File: src/rtl/regfile_pkg.sv
// Shared constants, types and the forwarding-select helper for the multi-port register file.
package regfile_pkg;

  localparam int unsigned DEF_WIDTH   = 32;
  localparam int unsigned DEF_DEPTH_B = 5;
  localparam int unsigned DEF_DEPTH   = 32;
  localparam int unsigned REG_ZERO    = 0;

  localparam int unsigned MAX_WR   = 16;
  localparam int unsigned WR_IDX_W = 4;

  typedef struct packed {
    logic                hit;
    logic [WR_IDX_W-1:0] idx;
  } fwd_sel_t;

  // Ascending scan: the highest-numbered matching write port is the one reported.
  function automatic fwd_sel_t fwd_select(input logic [MAX_WR-1:0] match,
                                          input int unsigned       num_wr);
    fwd_sel_t s;
    s.hit = 1'b0;
    s.idx = '0;
    for (int unsigned j = 0; j < MAX_WR; j++) begin
      if (j < num_wr && match[j]) begin
        s.hit = 1'b1;
        s.idx = WR_IDX_W'(j);
      end
    end
    return s;
  endfunction

endpackage

File: src/rtl/regfile_scoreboard.sv
// Per-register busy bits: set on issue, cleared on write-back, set dominates a same-cycle clear.
module regfile_scoreboard
  import regfile_pkg::*;
#(
  parameter int unsigned DEPTH_B  = DEF_DEPTH_B,
  parameter int unsigned DEPTH    = DEF_DEPTH,
  parameter int unsigned ZERO_REG = 1
) (
  input  logic               i_clk,
  input  logic               i_rstn,
  input  logic               i_sb_set,
  input  logic [DEPTH_B-1:0] i_sb_wa,
  input  logic [DEPTH-1:0]   i_clr,
  output logic [DEPTH-1:0]   o_busy
);

  logic [DEPTH-1:0] r_busy;
  logic [DEPTH-1:0] w_set;
  logic             w_set_ok;

  assign w_set_ok = i_sb_set && (32'(i_sb_wa) < DEPTH) &&
                    !((ZERO_REG != 0) && (32'(i_sb_wa) == REG_ZERO));

  always_comb begin
    w_set = '0;
    for (int unsigned r = 0; r < DEPTH; r++) begin
      w_set[r] = w_set_ok && (32'(i_sb_wa) == r);
    end
  end

  always_ff @(posedge i_clk or negedge i_rstn) begin
    if (!i_rstn) begin
      r_busy <= '0;
    end else begin
      for (int unsigned r = 0; r < DEPTH; r++) begin
        if (w_set[r])      r_busy[r] <= 1'b1;
        else if (i_clr[r]) r_busy[r] <= 1'b0;
      end
    end
  end

  assign o_busy = r_busy;

endmodule

File: src/rtl/regfile_mp.sv
// Multi-port register file with prioritised write-through forwarding and a busy scoreboard.
module regfile_mp
  import regfile_pkg::*;
#(
  parameter int unsigned WIDTH    = DEF_WIDTH,
  parameter int unsigned DEPTH_B  = DEF_DEPTH_B,
  parameter int unsigned DEPTH    = DEF_DEPTH,
  parameter int unsigned NUM_RD   = 2,
  parameter int unsigned NUM_WR   = 1,
  parameter int unsigned ZERO_REG = 1
) (
  input  logic                      clk,
  input  logic                      rstn,
  input  logic [NUM_RD*DEPTH_B-1:0] rf_ra,
  output logic [NUM_RD*WIDTH-1:0]   rf_rd,
  output logic [NUM_RD-1:0]         rf_rbusy,
  input  logic [NUM_WR-1:0]         rf_we,
  input  logic [NUM_WR*DEPTH_B-1:0] rf_wa,
  input  logic [NUM_WR*WIDTH-1:0]   rf_wd,
  input  logic                      sb_set,
  input  logic [DEPTH_B-1:0]        sb_wa,
  input  logic [DEPTH_B-1:0]        debug_reg_ra,
  output logic [WIDTH-1:0]          debug_reg_rd,
  output logic [DEPTH-1:0]          debug_busy
);

  function automatic logic addr_ok(input logic [DEPTH_B-1:0] a);
    return (32'(a) < DEPTH) && !((ZERO_REG != 0) && (32'(a) == REG_ZERO));
  endfunction

  logic [WIDTH-1:0]  r_mem [DEPTH];
  logic [NUM_WR-1:0] w_eff;
  logic [DEPTH-1:0]  w_clr;
  logic [DEPTH-1:0]  w_busy;

  always_comb begin
    w_eff = '0;
    for (int unsigned j = 0; j < NUM_WR; j++) begin
      w_eff[j] = rf_we[j] && addr_ok(rf_wa[j*DEPTH_B +: DEPTH_B]);
    end
  end

  always_comb begin
    w_clr = '0;
    for (int unsigned r = 0; r < DEPTH; r++) begin
      for (int unsigned j = 0; j < NUM_WR; j++) begin
        if (w_eff[j] && (32'(rf_wa[j*DEPTH_B +: DEPTH_B]) == r)) w_clr[r] = 1'b1;
      end
    end
  end

  // Ports are scanned in ascending order so the last non-blocking write (highest port) wins.
  always_ff @(posedge clk or negedge rstn) begin
    if (!rstn) begin
      for (int unsigned r = 0; r < DEPTH; r++) r_mem[r] <= '0;
    end else begin
      for (int unsigned r = 0; r < DEPTH; r++) begin
        for (int unsigned j = 0; j < NUM_WR; j++) begin
          if (w_eff[j] && (32'(rf_wa[j*DEPTH_B +: DEPTH_B]) == r))
            r_mem[r] <= rf_wd[j*WIDTH +: WIDTH];
        end
      end
    end
  end

  regfile_scoreboard #(
    .DEPTH_B  (DEPTH_B),
    .DEPTH    (DEPTH),
    .ZERO_REG (ZERO_REG)
  ) u_sb (
    .i_clk    (clk),
    .i_rstn   (rstn),
    .i_sb_set (sb_set),
    .i_sb_wa  (sb_wa),
    .i_clr    (w_clr),
    .o_busy   (w_busy)
  );

  for (genvar i = 0; i < NUM_RD; i++) begin : g_rd
    logic [DEPTH_B-1:0] w_ra;
    logic [MAX_WR-1:0]  w_match;
    fwd_sel_t           w_sel;
    logic               w_ok;
    logic [WIDTH-1:0]   w_rd;

    assign w_ra = rf_ra[i*DEPTH_B +: DEPTH_B];

    always_comb begin
      w_match = '0;
      for (int unsigned j = 0; j < NUM_WR; j++) begin
        w_match[j] = w_eff[j] && (rf_wa[j*DEPTH_B +: DEPTH_B] == w_ra);
      end
    end

    assign w_sel = fwd_select(w_match, NUM_WR);
    // Gating with rstn keeps forwarding off while the array is held in reset.
    assign w_ok  = rstn && addr_ok(w_ra);
    assign w_rd  = !w_ok     ? '0 :
                   w_sel.hit ? rf_wd[32'(w_sel.idx)*WIDTH +: WIDTH] :
                               r_mem[w_ra];

    assign rf_rd[i*WIDTH +: WIDTH] = w_rd;
    assign rf_rbusy[i]             = w_ok && w_busy[w_ra] && !w_sel.hit;
  end

  assign debug_reg_rd = (32'(debug_reg_ra) < DEPTH) ? r_mem[debug_reg_ra] : '0;
  assign debug_busy   = w_busy;

endmodule

File: config.mk
export PLATFORM = sky130hd
export DESIGN_NAME = regfile_mp
export DESIGN_NICKNAME = d
export VERILOG_FILES = /design/src/rtl/regfile_pkg.sv /design/src/rtl/regfile_scoreboard.sv /design/src/rtl/regfile_mp.sv
export SDC_FILE = /design/constraint.sdc
export NUM_CORES = 2
export LEC_CHECK = 0
export CAP_MARGIN = 5
export CELL_PAD_IN_SITES_DETAIL_PLACEMENT = 1
export CELL_PAD_IN_SITES_GLOBAL_PLACEMENT = 1
export CORE_ASPECT_RATIO = 1.75
export CORE_MARGIN = 2
export CORE_UTILIZATION = 50
export DETAILED_ROUTE_END_ITERATION = 12
export GPL_ROUTABILITY_DRIVEN = 1
export GPL_TIMING_DRIVEN = 0
export PLACE_DENSITY_LB_ADDON = 0.1
export SYNTH_ARGS = -nofsm -noshare
export SYNTH_HDL_FRONTEND = slang
export SYNTH_SLANG_ARGS = --single-unit
File: constraint.sdc
create_clock -name clk -period 3.99 [get_ports clk]
set_clock_uncertainty 0.15 [all_clocks]
set_input_delay 0.798 -clock clk [delete_from_list [all_inputs] [get_ports clk]]
set_output_delay 0.798 -clock clk [all_outputs]
set_load 0.005 [all_outputs]
==> flow_summary.ini <==
[status]
status = finished, violations left
violations = hold timing, capacitance limit, slew limit, setup timing

[clock_network]
cts_root_buf = clkbuf_16
numCtsBuffers = 108
cts_tree = built
htree_levels = 3
clk_path_buf_depth = 3
insertion_delay_ns = 0.80
clock-sinks = 1056
clk_pin_slew_ns = 0.06

[place]
placed_area_mm2 = 0.0696
io_buffer_count = 176
gp_congestion = 1.03
dp_cells = 6273
dp_hpwl_mm = 233

[final_layout]
fin_cells = 6830
n_fill_cell = 11500
drive_gt1_share_pct = 57.2
area_delta_synth_final_pct = 26.1
final_cell_mix = dfrtp_1, mux2_2, mux4_2
nets = 5100
final_common_cell = dfrtp_1
fin_area_mm2 = 0.0817

[floorplanning]
core_mm2 = 0.128
io_pins = 191
die_w_um = 276
dieArea_mm2 = 0.133
fp.dieH_um = 480
start_util_pct = 50.5
rows = 174

[sta]
worstMarginPinSlew_ns = 1.65
period_needed_ns = 4.23
hold_violations = 13
maxSlewViolCount = 64
fin_crit_sh_pct = 106
relSlewSlack_pct = -10.0
finalSetupViolCount = 66
rsz0062_at_grt = yes
whs_ns = -0.0347
worst_slack_ns = -0.243
max_freq_mhz = 236

[power_and_ir_drop]
p_int_uw = 25400
powerDensity_mw_per_mm2 = 464
p_sw_share_pct = 33.0
leakage_uw = 0.0352
power_frac_comb_pct = 29.3
p_seq_share_pct = 40.0
switchingPower_uw = 12500
p_clk_share_pct = 30.7
ir_drop_mv = 0.420

[critical_path]
r2r_slack_ns = 2.89
r2r-start = u_sb.o_busy[14]
cp_slowest_stage_delay_ns = 0.68
cp_max_fo = 10
critPathSlowestCell = clkbuf_2
cp-end-kind = primary output
cp.required_ns = 3.04
critPathBufInv = 3
worstSetupPathType = in2out
r2r_end = u_sb.o_busy[14]
worstPathCellList = clkdlybuf4s15_2 -> clkbuf_2 -> mux4_2 -> mux2_2 -> clkdlybuf4s50_1
arrival_ns = 3.29
crit_family = buffers and inverters
critPathLaunchType = input pin
ff2ff_path_depth = 3

[global_routing]
antenna_found_initial = 29
grt_pass1_vias = 57000
grt_max_degree = 173
grt_usage_pct = 55.1
grt_overflow = 0
grt_pass1_wl_mm = 491

[synthesis]
yosys_register_bits = 1056
netlist_instances = 4380
ys.flop_type = dfrtp_1
seq_area_frac_synth_pct = 40.8
ys_warn_count = 0
avgSynthCellArea_um2 = 14.8
syn_area_mm2 = 0.0648
synth_cell_types = 50
async_flop_share_pct = 100
synth_nets = 4441
synth-edff-count = 0

[hold_path]
worstHoldPathType = in2async

[detailed_routing]
postRouteAntennaNets = 0
drc = 0
viasPerCell = 8.29
wl_per_cell_um = 54.2
drt-total-wl_mm = 370
firstDrtPassIters = 8
drt_iter0_drc = 8626
route.vias.total = 56600

[run]
maxCapViolCount = 6
==> worst max path at each step <==
stage | startpoint | end | cells past startpoint
after floorplan | rf_ra[0] | rf_rd[21] | 8
after detailed placement | rf_ra[7] | rf_rd[50] | 10
final | debug_reg_ra[3] | debug_reg_rd[21] | 5
after global placement | rstn | rf_rd[18] | 6
after global routing | debug_reg_ra[1] | debug_reg_rd[2] | 6
after CTS | debug_reg_ra[0] | debug_reg_rd[6] | 7
==> layer usage <==
| metal | vias to the layer above | GRT usage (%) | wire (um) |
|---|---|---|---|
| met2 | 6033 | 79.5 | 157000 |
| met4 | 33 | 57.7 | 51300 |
| met5 | - | 1.44 | 741 |
| met3 | 2686 | 26.9 | 52700 |
| li1 | 18900 | - | - |
| met1 | 28900 | 56.5 | 109000 |
==> power groups by stage <==
stage	combinational [uW]	sequential, uW	clock (uW)
finish	11100	15100	11600
global route	11300	15300	11900
CTS	10300	14800	11400
detailed placement	9390	15000	0
global placement	9070	14900	0
floorplan	6260	14200	0
==> per-stage QoR <==
step                utilization (%)  worst slack (ns)  total power, uW  TNS (ns)
floorplan                         -             0.446            20500         0
global placement               53.5            -59.82            23900         -
detailed placement             54.1             -2.51            24400   -427.57
CTS                            62.2            -0.169            36600     -3.98
global route                   63.6            -0.204            38400     -3.49
finish                         63.6            -0.243            37900     -6.45
==> cell type report <==
class / instances / area (um^2) / area share (%)
multi-input cells: 2776 / 37300 / 45.6
flip-flops and latches: 1056 / 26400 / 32.4
repair buffers: 558 / 6610 / 8.09
plain buffers: 524 / 5300 / 6.49
clock buffers: 148 / 3130 / 3.83
well taps: 1672 / 2090 / 2.56
clock inverters: 51 / 709 / 0.868
diodes: 30 / 75.1 / 0.0919
inverters: 15 / 61.3 / 0.0750
==> synth_stat cells (5+ instances only) <==
master | n | area (um^2)
a221o_1 | 25 | 250
o21bai_1 | 38 | 285
nand4_1 | 5 | 31.3
nor2_1 | 30 | 113
o22ai_1 | 20 | 125
a21oi_1 | 58 | 290
nor3_1 | 20 | 100
o21ai_0 | 28 | 140
mux4_2 | 715 | 16100
xnor2_1 | 10 | 87.6
inv_1 | 14 | 52.6
a22oi_1 | 65 | 488
and2_1 | 34 | 213
clkbuf_1 | 307 | 1150
buf_6 | 6 | 67.6
buf_4 | 19 | 143
mux2i_1 | 320 | 3200
a211o_1 | 32 | 280
buf_2 | 154 | 771
mux2_2 | 1050 | 11800
buf_1 | 47 | 176
nand2_1 | 47 | 176
nor2b_1 | 9 | 56.3
a221oi_1 | 62 | 543
dfrtp_1 | 1056 | 26400
nand3_1 | 9 | 45.0
a211oi_1 | 64 | 480
o221ai_1 | 51 | 447
nand3b_1 | 5 | 37.5
a32o_1 | 34 | 340
a22o_1 | 10 | 87.6
==> state kept, by name, summed over array words and instances (netlist names) <==
signal       flops
u_sb.o_busy     32
r_mem         1024
==> cells by family after synthesis <==
group	count (synthesis)	share of synthesized area (%)
buffers and inverters	548	3.65
multiplexers	2085	48.0
flip-flops	1056	40.8
XOR/XNOR	10	0.135
AO/OA/AOI/OAI	492	5.86
AND/OR/NAND/NOR	189	1.55
==> timing repair <==
| item | 4_1_cts | 5_1_grt |
|---|---|---|
| setup buffers | 190 | 122 |
| gates cloned | 18 | 4 |
| setup endpoints to repair | 127 | 87 |
| hold endpoints to repair | 91 | 1 |
| gates resized for setup | 1284 | 210 |
| pin swaps | 68 | 61 |
| hold buffers | 4 | 1 |
Power figures use the tool's default switching activity.
